### src/rtl/rf_pkg.sv
// Shared register-file definitions: default widths, special register
// indices and the write-port bundle used by the write-back arbiter.
package rf_pkg;

    localparam int RF_W = 8;
    localparam int RF_D = 4;

    // Never written through the arbiter; the entry is drained silently.
    localparam logic [RF_D-1:0] RF_PROT_REG = {{(RF_D-1){1'b1}}, 1'b0};
    // Reads as zero in reg_file; written normally by the arbiter.
    localparam logic [RF_D-1:0] RF_ZERO_REG = {RF_D{1'b1}};

    // Default-width write-port bundle: destination plus data.
    typedef struct packed {
        logic [RF_D-1:0] addr;
        logic [RF_W-1:0] data;
    } rf_wr_t;

endpackage

### src/rtl/rr_arbiter.sv
// Round-robin arbiter: pure combinational priority rotation. The search
// starts one past 'last' (mod N) and the first requesting index wins.
module rr_arbiter #(
    parameter int N  = 3,
    parameter int LW = $clog2(N)
) (
    input  logic [N-1:0]  req,
    input  logic [LW-1:0] last,
    output logic [N-1:0]  grant
);

    // Walk the N indices starting at last+1 and grant the first request.
    always_comb begin
        int   idx;
        logic found;
        grant = '0;
        found = 1'b0;
        idx   = 0;
        for (int k = 1; k <= N; k++) begin
            idx = (int'(last) + k) % N;
            if (!found && req[idx]) begin
                grant[idx] = 1'b1;
                found      = 1'b1;
            end
        end
    end

endmodule

### src/rtl/rf_wb_arbiter.sv
// Write-back arbiter for the register file's single write port.
// N producers each own a one-entry buffer; one buffered write is granted
// per cycle in round-robin order. The protected register is drained
// without asserting RegWrite.
// Optional: define RF_ARB_STATS_EN to add saturating write/stall counters
// (stat_writes, stat_stall_cycles) and a stat_clear input.
//
// Handshake: a request transfers on a posedge where req_valid[i] and
// req_ready[i] are both high; req_ready[i] is high while buffer i is empty
// or is being drained this cycle, and a producer seeing ready low keeps
// its request and values unchanged.
module rf_wb_arbiter
    import rf_pkg::*;
#(
    parameter int W = RF_W,
    parameter int D = RF_D,
    parameter int N = 3
) (
    input  logic           CLK,
    input  logic           Reset,
    input  logic [N-1:0]   req_valid,
    input  logic [N*D-1:0] req_addr,
    input  logic [N*W-1:0] req_data,
    output logic [N-1:0]   req_ready,
    output logic           RegWrite,
    output logic [D-1:0]   writeReg,
    output logic [W-1:0]   writeValue,
    output logic [N-1:0]   grant
`ifdef RF_ARB_STATS_EN
    ,
    input  logic           stat_clear,
    output logic [15:0]    stat_writes,
    output logic [15:0]    stat_stall_cycles
`endif
);

    localparam int LW = $clog2(N);
    localparam logic [D-1:0] PROT_REG = {{(D-1){1'b1}}, 1'b0};

    // Same shape as rf_wr_t, sized by this instance's W/D.
    typedef struct packed {
        logic [D-1:0] addr;
        logic [W-1:0] data;
    } wr_t;

    logic [N-1:0]  full;
    wr_t           buf_q [N];
    logic [LW-1:0] last;
    logic [LW-1:0] grant_idx;
    logic [N-1:0]  accept;
    wr_t           win;

    rr_arbiter #(.N(N), .LW(LW)) u_rr (
        .req   (full),
        .last  (last),
        .grant (grant)
    );

    assign req_ready = ~full | grant;
    assign accept    = req_valid & req_ready;

    // Select the granted entry and encode its index; zero when idle.
    always_comb begin
        win       = '0;
        grant_idx = '0;
        for (int i = 0; i < N; i++) begin
            if (grant[i]) begin
                win       = buf_q[i];
                grant_idx = LW'(i);
            end
        end
    end

    assign writeReg   = win.addr;
    assign writeValue = win.data;
    assign RegWrite   = (|grant) && (win.addr != PROT_REG);

    // Buffer fill/drain and round-robin pointer update.
    always_ff @(posedge CLK) begin
        if (Reset) begin
            full <= '0;
            last <= LW'(N - 1);
            for (int i = 0; i < N; i++) begin
                buf_q[i] <= '0;
            end
        end else begin
            for (int i = 0; i < N; i++) begin
                if (accept[i]) begin
                    full[i]       <= 1'b1;
                    buf_q[i].addr <= req_addr[i*D +: D];
                    buf_q[i].data <= req_data[i*W +: W];
                end else if (grant[i]) begin
                    full[i] <= 1'b0;
                end
            end
            if (|grant) begin
                last <= grant_idx;
            end
        end
    end

`ifdef RF_ARB_STATS_EN
    logic stall;
    assign stall = |(req_valid & ~req_ready);

    // Saturating event counters; clear wins over a coincident increment.
    always_ff @(posedge CLK) begin
        if (Reset || stat_clear) begin
            stat_writes       <= '0;
            stat_stall_cycles <= '0;
        end else begin
            if (RegWrite && stat_writes != 16'hFFFF) begin
                stat_writes <= stat_writes + 16'd1;
            end
            if (stall && stat_stall_cycles != 16'hFFFF) begin
                stat_stall_cycles <= stat_stall_cycles + 16'd1;
            end
        end
    end
`endif

endmodule

### config.mk
export PLATFORM = sky130hd
export DESIGN_NAME = rf_wb_arbiter
export DESIGN_NICKNAME = d
export VERILOG_FILES = /design/src/rtl/rf_pkg.sv /design/src/rtl/rr_arbiter.sv /design/src/rtl/rf_wb_arbiter.sv
export SDC_FILE = /design/constraint.sdc
export NUM_CORES = 1
export LEC_CHECK = 0
export CAP_MARGIN = 20
export CORE_MARGIN = 1
export CORE_UTILIZATION = 40
export DETAILED_ROUTE_END_ITERATION = 12
export PLACE_DENSITY = 0.69
export SLEW_MARGIN = 0
export SYNTH_ARGS = -nofsm -noshare
export SYNTH_HDL_FRONTEND = slang
export SYNTH_SLANG_ARGS = --single-unit
### constraint.sdc
create_clock -name CLK -period 4 [get_ports CLK]
set_clock_uncertainty 0.1 [all_clocks]
set_input_delay 0.8 -clock CLK [delete_from_list [all_inputs] [get_ports CLK]]
set_output_delay 0.8 -clock CLK [all_outputs]
set_load 0.01 [all_outputs]
Word-level counts from Yosys, hierarchy flattened
Memories as Yosys holds them, arrays and structs flattened.
Cells that the tools add are included.
- eq/ne operators: 1
- reductions and logical operators: 12
- magnitude comparators: 6
- bitwise gates (word level): 11
- $add $sub $neg: 3
- multiplexer cells: 48
- div/mod/pow operators: 3
- operator list (cell ; count):
    >= comparator 32 x 1 -> 1 bit, second input constant ; 3
    less-than comparator 32 x 4 -> 1 bit, second input constant ; 3
    remainder unit 32 x 3 -> 32 bit, second input constant ; 3
    2-to-1 mux 12 bit ; 3
    2-to-1 mux 1 bit ; 29
    2-to-1 mux 8 bit ; 3
    2-to-1 mux 4 bit ; 3
    2-to-1 mux 3 bit ; 3
    bitwise OR 3 bit ; 3
    adder 2 x 2 -> 3 bit, second input constant ; 2
    binary-select mux 1 bit (select 2 bit) ; 3
    demux 1 bit (select 2 bit) ; 3
    logical AND 1 bit ; 6
    bitwise OR 1 bit ; 6
    nonzero test 2 bit ; 3
    inequality test 4 bit, second input constant ; 1
    adder 2 x 1 -> 3 bit, second input constant ; 1
    bitwise AND 3 bit ; 1
    inverter 3 bit ; 1
    OR reduction 3 bit ; 1
    logical NOT 1 bit ; 2
    2-to-1 mux 2 bit ; 1
- output and inout port bits: 19
- bits in writable memories: 36
- register bits after elaboration: 5
- input bits: 41
- memories: 1
- memory list (name ; depth ; width ; rd ports ; clocked after Yosys merged registers in ; write ports ; RTL line ; RTL):
    buf_q ; 3 ; 12 ; 3 ; 0 ; 3 ; rf_wb_arbiter.sv:47 ; wr_t buf_q [N];

Logic depth before layout (Yosys ltp)
- word-level depth: 18
- gate-level depth with buffers: 12
- gate-level depth less buffers: 11

Modules after synthesis
From an unflattened synthesis, not the netlist that was laid out.
- cells, all modules: 191
- area total of the unflattened synthesis: 2119.5 um2
- by module, submodules not included (module ; area an instance (um2) ; cells each ; instances ; seq. area each (um2)):
    rf_wb_arbiter ; 1840.5 ; 151 ; 1 ; 1181.1
    rr_arbiter ; 279.0 ; 40 ; 1 ; 0.0

Worst setup path after synthesis
OpenSTA, ideal clock, no wires.
- path kind: register -> output
- start point: register last[0]
- end point: output RegWrite
- arrival time: 2.445 ns
- buffers on the path: 1
- stages on the path, launching flop included: 12
- setup slack: 0.655 ns
- path through: dfxtp_1 -> inv_1 -> ha_1 -> buf_6 -> mux2i_1 -> nor2_1 -> a221o_1 -> mux2_4 -> and2_4 -> a221oi_2 -> nor2_1 -> a32oi_1
- word-level cells in the longest chain between the ends: 17
- elaborated cells between the ends (all ways): 47
- RTL lines (item ; RTL line ; RTL):
    start: declaration ; rf_wb_arbiter.sv:48 ; logic [LW-1:0] last;
    start signal: assignment ; rf_wb_arbiter.sv:82 ; last <= LW'(N - 1);
    start signal: assignment ; rf_wb_arbiter.sv:97 ; last <= grant_idx;
    branches (longest 11 deep; another with remainder unit 32 x 3 -> 32 bit) ; - ;
    2-to-1 mux 3 bit * ; rr_arbiter.sv:21 ; if (!found && req[idx]) begin
    2-to-1 mux 12 bit (2 in a row) ; rf_wb_arbiter.sv:67 ; if (grant[i]) begin
    2-to-1 mux 12 bit * ; rf_wb_arbiter.sv:67 ;
    named net writeReg[1] ; rf_wb_arbiter.sv:26 ; output logic [D-1:0] writeReg,
    inequality test 4 bit * ; rf_wb_arbiter.sv:76 ; assign RegWrite = (|grant) && (win.addr != PROT_REG);
    logical AND 1 bit * ; rf_wb_arbiter.sv:76 ;
    end: declaration ; rf_wb_arbiter.sv:25 ; output logic RegWrite,
Mark *: on every way through the listed nets, which the timed path passes. The select of a mux whose other input is x is not followed.

Worst setup path after layout
- start point: register last[0]
- end point: output RegWrite
- word-level cells in the longest chain between the ends: 17
- elaborated cells between the ends (all ways): 47
- RTL lines (item ; RTL line):
    branches (longest 11 deep; another with remainder unit 32 x 3 -> 32 bit) ; -
    2-to-1 mux 3 bit * ; rr_arbiter.sv:21
    2-to-1 mux 12 bit (3 in a row) ; rf_wb_arbiter.sv:67
    inequality test 4 bit ; rf_wb_arbiter.sv:76
    logical AND 1 bit * ; rf_wb_arbiter.sv:76
Every way passes the cells marked *. The select of a mux whose other input is x is not followed.

==> flow_summary.yaml <==
clocking:
  clk_path_buf_depth: 2
  clk_pin_slew_ns: 0.08
  cts_sinks: 41
  cts_tree: "done"
  root_buffer: "clkbuf_8"
  cts_inserted_buffers: 5
  hold_buffers: 0
  insertion_delay_ns: 0.29
  h-tree-depth: 2
setup_path:
  crit_start: "last[0]$_SDFFE_PP0P_"
  critPathMaxFanout: 7
  critPathKind: "flop to primary output"
  critPathArrivalTime_ns: 2.97
  end_kind: "primary output"
  crit_path_start_kind: "flop"
  rrSetupSlack_ns: 0.94
  r2r_start: "last[1]$_SDFFE_PP1P_"
  regToRegEndpoint: "buf_q[0][9]$_SDFFCE_PN0P_"
  crit_end: "RegWrite"
  reg2reg_depth: 11
  critical_path_required_ns: 3.10
placed_design:
  gp_congestion: 1.05
  dp_slack_ns: 0.0698
  portBuffers: 59
  hpwl_um: 3450
  place_inst: 320
die:
  chipWidth_um: 75.4
  fp.coreArea_sq_um: 5140
  start_util_pct: 41.9
  fp.dieH_um: 75.4
  dieArea_sq_um: 5680
  io_pins: 60
  row_count: 26
global_route:
  grt_max_degree: 29
  grt_overflow: 0
  antenna_found_initial: 0
  grt_pass1_wl_um: 7020
  track_usage_pct: 16.9
  grt_pass1_vias: 1496
power_and_ir_drop:
  peakVddDrop_mv: 0.273
  p_leak_nw: 1.24
  total_power_mw: 1.95
  pwr_density_cell_nw_per_um2: 663
timing:
  slew_headroom_pct: 60.6
  hold_violations: 0
  grt_setup_unrepaired: "true"
  period_share_pct: 96.9
  fmax_mhz: 258
  post-route-min-period_ns: 3.87
  layout_setup_ws_ns: 0.125
  worst_pin_slew_ns: 0.591
  setup_viol: 0
  holdWs_ns: 0.493
  setup_tns_ns: 0
  final-max-slew-violation-count: 0
yosys:
  ys_seq_area_share_pct: 54.9
  synthDominantCellAreaShare_pct: 50.2
  ys_top_cells_by_area: "edfxtp_1 50%, and2_1 10%, dfxtp_1 4.7%, nor2_1 3.8%, a31oi_1 2.3%"
  synthDistinctLibCells: 39
  synth.avg_cell_area_sq_um: 10.9
  ys_ff_latch: 41
  yosysTopAreaCell: "edfxtp_1"
  yosys_warnings: 0
  netlist_instances: 197
  synthesis.nets: 242
  netlist_area_sq_um: 2150
route:
  dr.first_iter.drc_count: 173
  antenna_left: 0
  detail_route.vias_per_cell: 4.99
  wl_per_cell_um: 13.9
  vias: 1637
  drc: 0
  wl_um: 4560
  dr.pass1.iters: 4
finish:
  finalNonFillerCells: 328
  fin_nets: 303
  syn2layout_area_growth_pct: 36.5
  diodes: 0
  final_layout_size_suffix_gt1_share_pct: 10.5
run_status:
  status: "complete, no violations"
min_path:
  min_path_type: "flop to flop"
run:
  drv_cap: 0
[cell type report]
class,count,area [sq um]
fill,470,2200
sequential,41,1180
multi-input combinational,137,900
timing repair buffer,65,657
tap,70,87.6
clock buffer,6,72.6
inverter,8,30.0
clock inverter,1,8.76
[critical path, cell delays in order (launching register included)]
cell,delay [ns]
dfxtp_1,0.37
inv_1,0.11
ha_4,0.31
mux2i_1,0.21
nor2_1,0.06
a221o_1,0.34
mux2_4,0.29
and2_4,0.18
a221oi_2,0.24
nor3_1,0.09
a32oi_1,0.19
dlygate4sd2_1,0.29
[registers in the layout, summed over array words and instances (netlist names)]
signal,count
full,3
buf_q,36
last,2
[power by group]
| group | switching, mW | leakage [nW] | total, mW | internal [mW] |
|---|---|---|---|---|
| clock network | 0.136 | 0.0412 | 0.257 | 0.121 |
| registers | 0.0365 | 0.429 | 0.580 | 0.544 |
| logic | 0.558 | 0.767 | 1.11 | 0.551 |
| total | 0.731 | 1.24 | 1.95 | 1.22 |
[logic make-up (layout without fill, tap and decap cells)]
family,Yosys count,in the layout,synth area share [%]
buf+inv,19,80,4.71
compound gates,33,33,12.2
flops,41,41,54.9
simple gates,96,96,23.8
fa+ha+maj,4,4,2.33
mux,4,4,2.09
[cell usage after synthesis]
| library cell | instances |
|---|---|
| mux2i_1 | 3 |
| clkbuf_1 | 4 |
| edfxtp_1 | 36 |
| a211o_1 | 1 |
| o21ai_0 | 1 |
| nor2_1 | 22 |
| or2_1 | 1 |
| a221o_1 | 1 |
| or3_1 | 1 |
| nand2b_1 | 7 |
| o21a_1 | 1 |
| nand2_1 | 13 |
| dfxtp_1 | 5 |
| a21boi_0 | 1 |
| a21o_1 | 1 |
| inv_1 | 6 |
| nand3_1 | 9 |
| o22ai_1 | 2 |
| a32oi_1 | 2 |
| a31oi_1 | 8 |
| buf_6 | 3 |
| o21ai_1 | 2 |
| and2_1 | 36 |
| a31oi_4 | 1 |
| nor2b_1 | 1 |
| ha_1 | 4 |
| nand4b_1 | 1 |
| a32oi_2 | 1 |
| a221oi_2 | 3 |
| a21oi_1 | 7 |
| nand2_2 | 1 |
| inv_2 | 2 |
| buf_2 | 3 |
| buf_4 | 1 |
| a2111oi_0 | 1 |
| and2_4 | 1 |
| mux2_4 | 1 |
| nand2b_4 | 1 |
| nor3_1 | 2 |
[worst min-delay path by stage]
| stage | startpoint | end | slack [ns] | depth (start not counted) |
|---|---|---|---|---|
| after detailed placement | last[1]$_SDFFE_PP1P_ | last[1]$_SDFFE_PP1P_ | 0.43 | 1 |
| after CTS | last[1]$_SDFFE_PP1P_ | last[1]$_SDFFE_PP1P_ | 0.45 | 1 |
| after floorplan | last[1]$_SDFFE_PP1P_ | last[1]$_SDFFE_PP1P_ | 0.39 | 1 |
| final | last[1]$_SDFFE_PP1P_ | last[1]$_SDFFE_PP1P_ | 0.49 | 1 |
| after global routing | last[1]$_SDFFE_PP1P_ | last[1]$_SDFFE_PP1P_ | 0.51 | 1 |
| after global placement | last[1]$_SDFFE_PP1P_ | last[1]$_SDFFE_PP1P_ | 0.42 | 1 |
[layout by cell type (no fill, tap or decap), types with 2 or more instances in the layout]
master,instances
clkdlybuf4s50_1,49
and2_1,36
edfxtp_1,36
nor2_1,22
nand2_1,13
nand3_1,9
dlymetal6s2s_1,9
a31oi_1,8
nand2b_1,7
inv_1,6
a21oi_1,6
buf_4,6
clkbuf_8,5
dfxtp_1,5
mux2i_1,3
a221oi_2,3
ha_1,3
o21ai_1,2
o22ai_1,2
a32oi_2,2
inv_2,2
nor3_1,2
[layer usage]
layer  share of wire (%)  wire length [um]  vias up  track usage, %
met5                   0                 0        -               0
met4                 1.3                59        0            4.94
met3                 5.6               257        7            3.57
met2                  49              2240       55            27.4
met1                  44              2000      762            22.9
li1                    -                 -      813               -
[timing repair]
| action | CTS | global route |
|---|---|---|
| setup endpoints to repair | 9 | 12 |
| buffers inserted | 1 | 0 |
| pin swaps | 1 | 0 |
| gates resized for setup | 3 | 13 |
[stage by stage]
step | cell area [sq um] | utilization [%]
2_1_floorplan | 2150 | -
3_3_place_gp | 2800 | 54.4
3_5_place_dp | 2800 | 54.4
4_1_cts | 2890 | 56.2
5_1_grt | 2940 | 57.1
6_report | 2940 | 57.1
(Power assumes the default switching activity.)
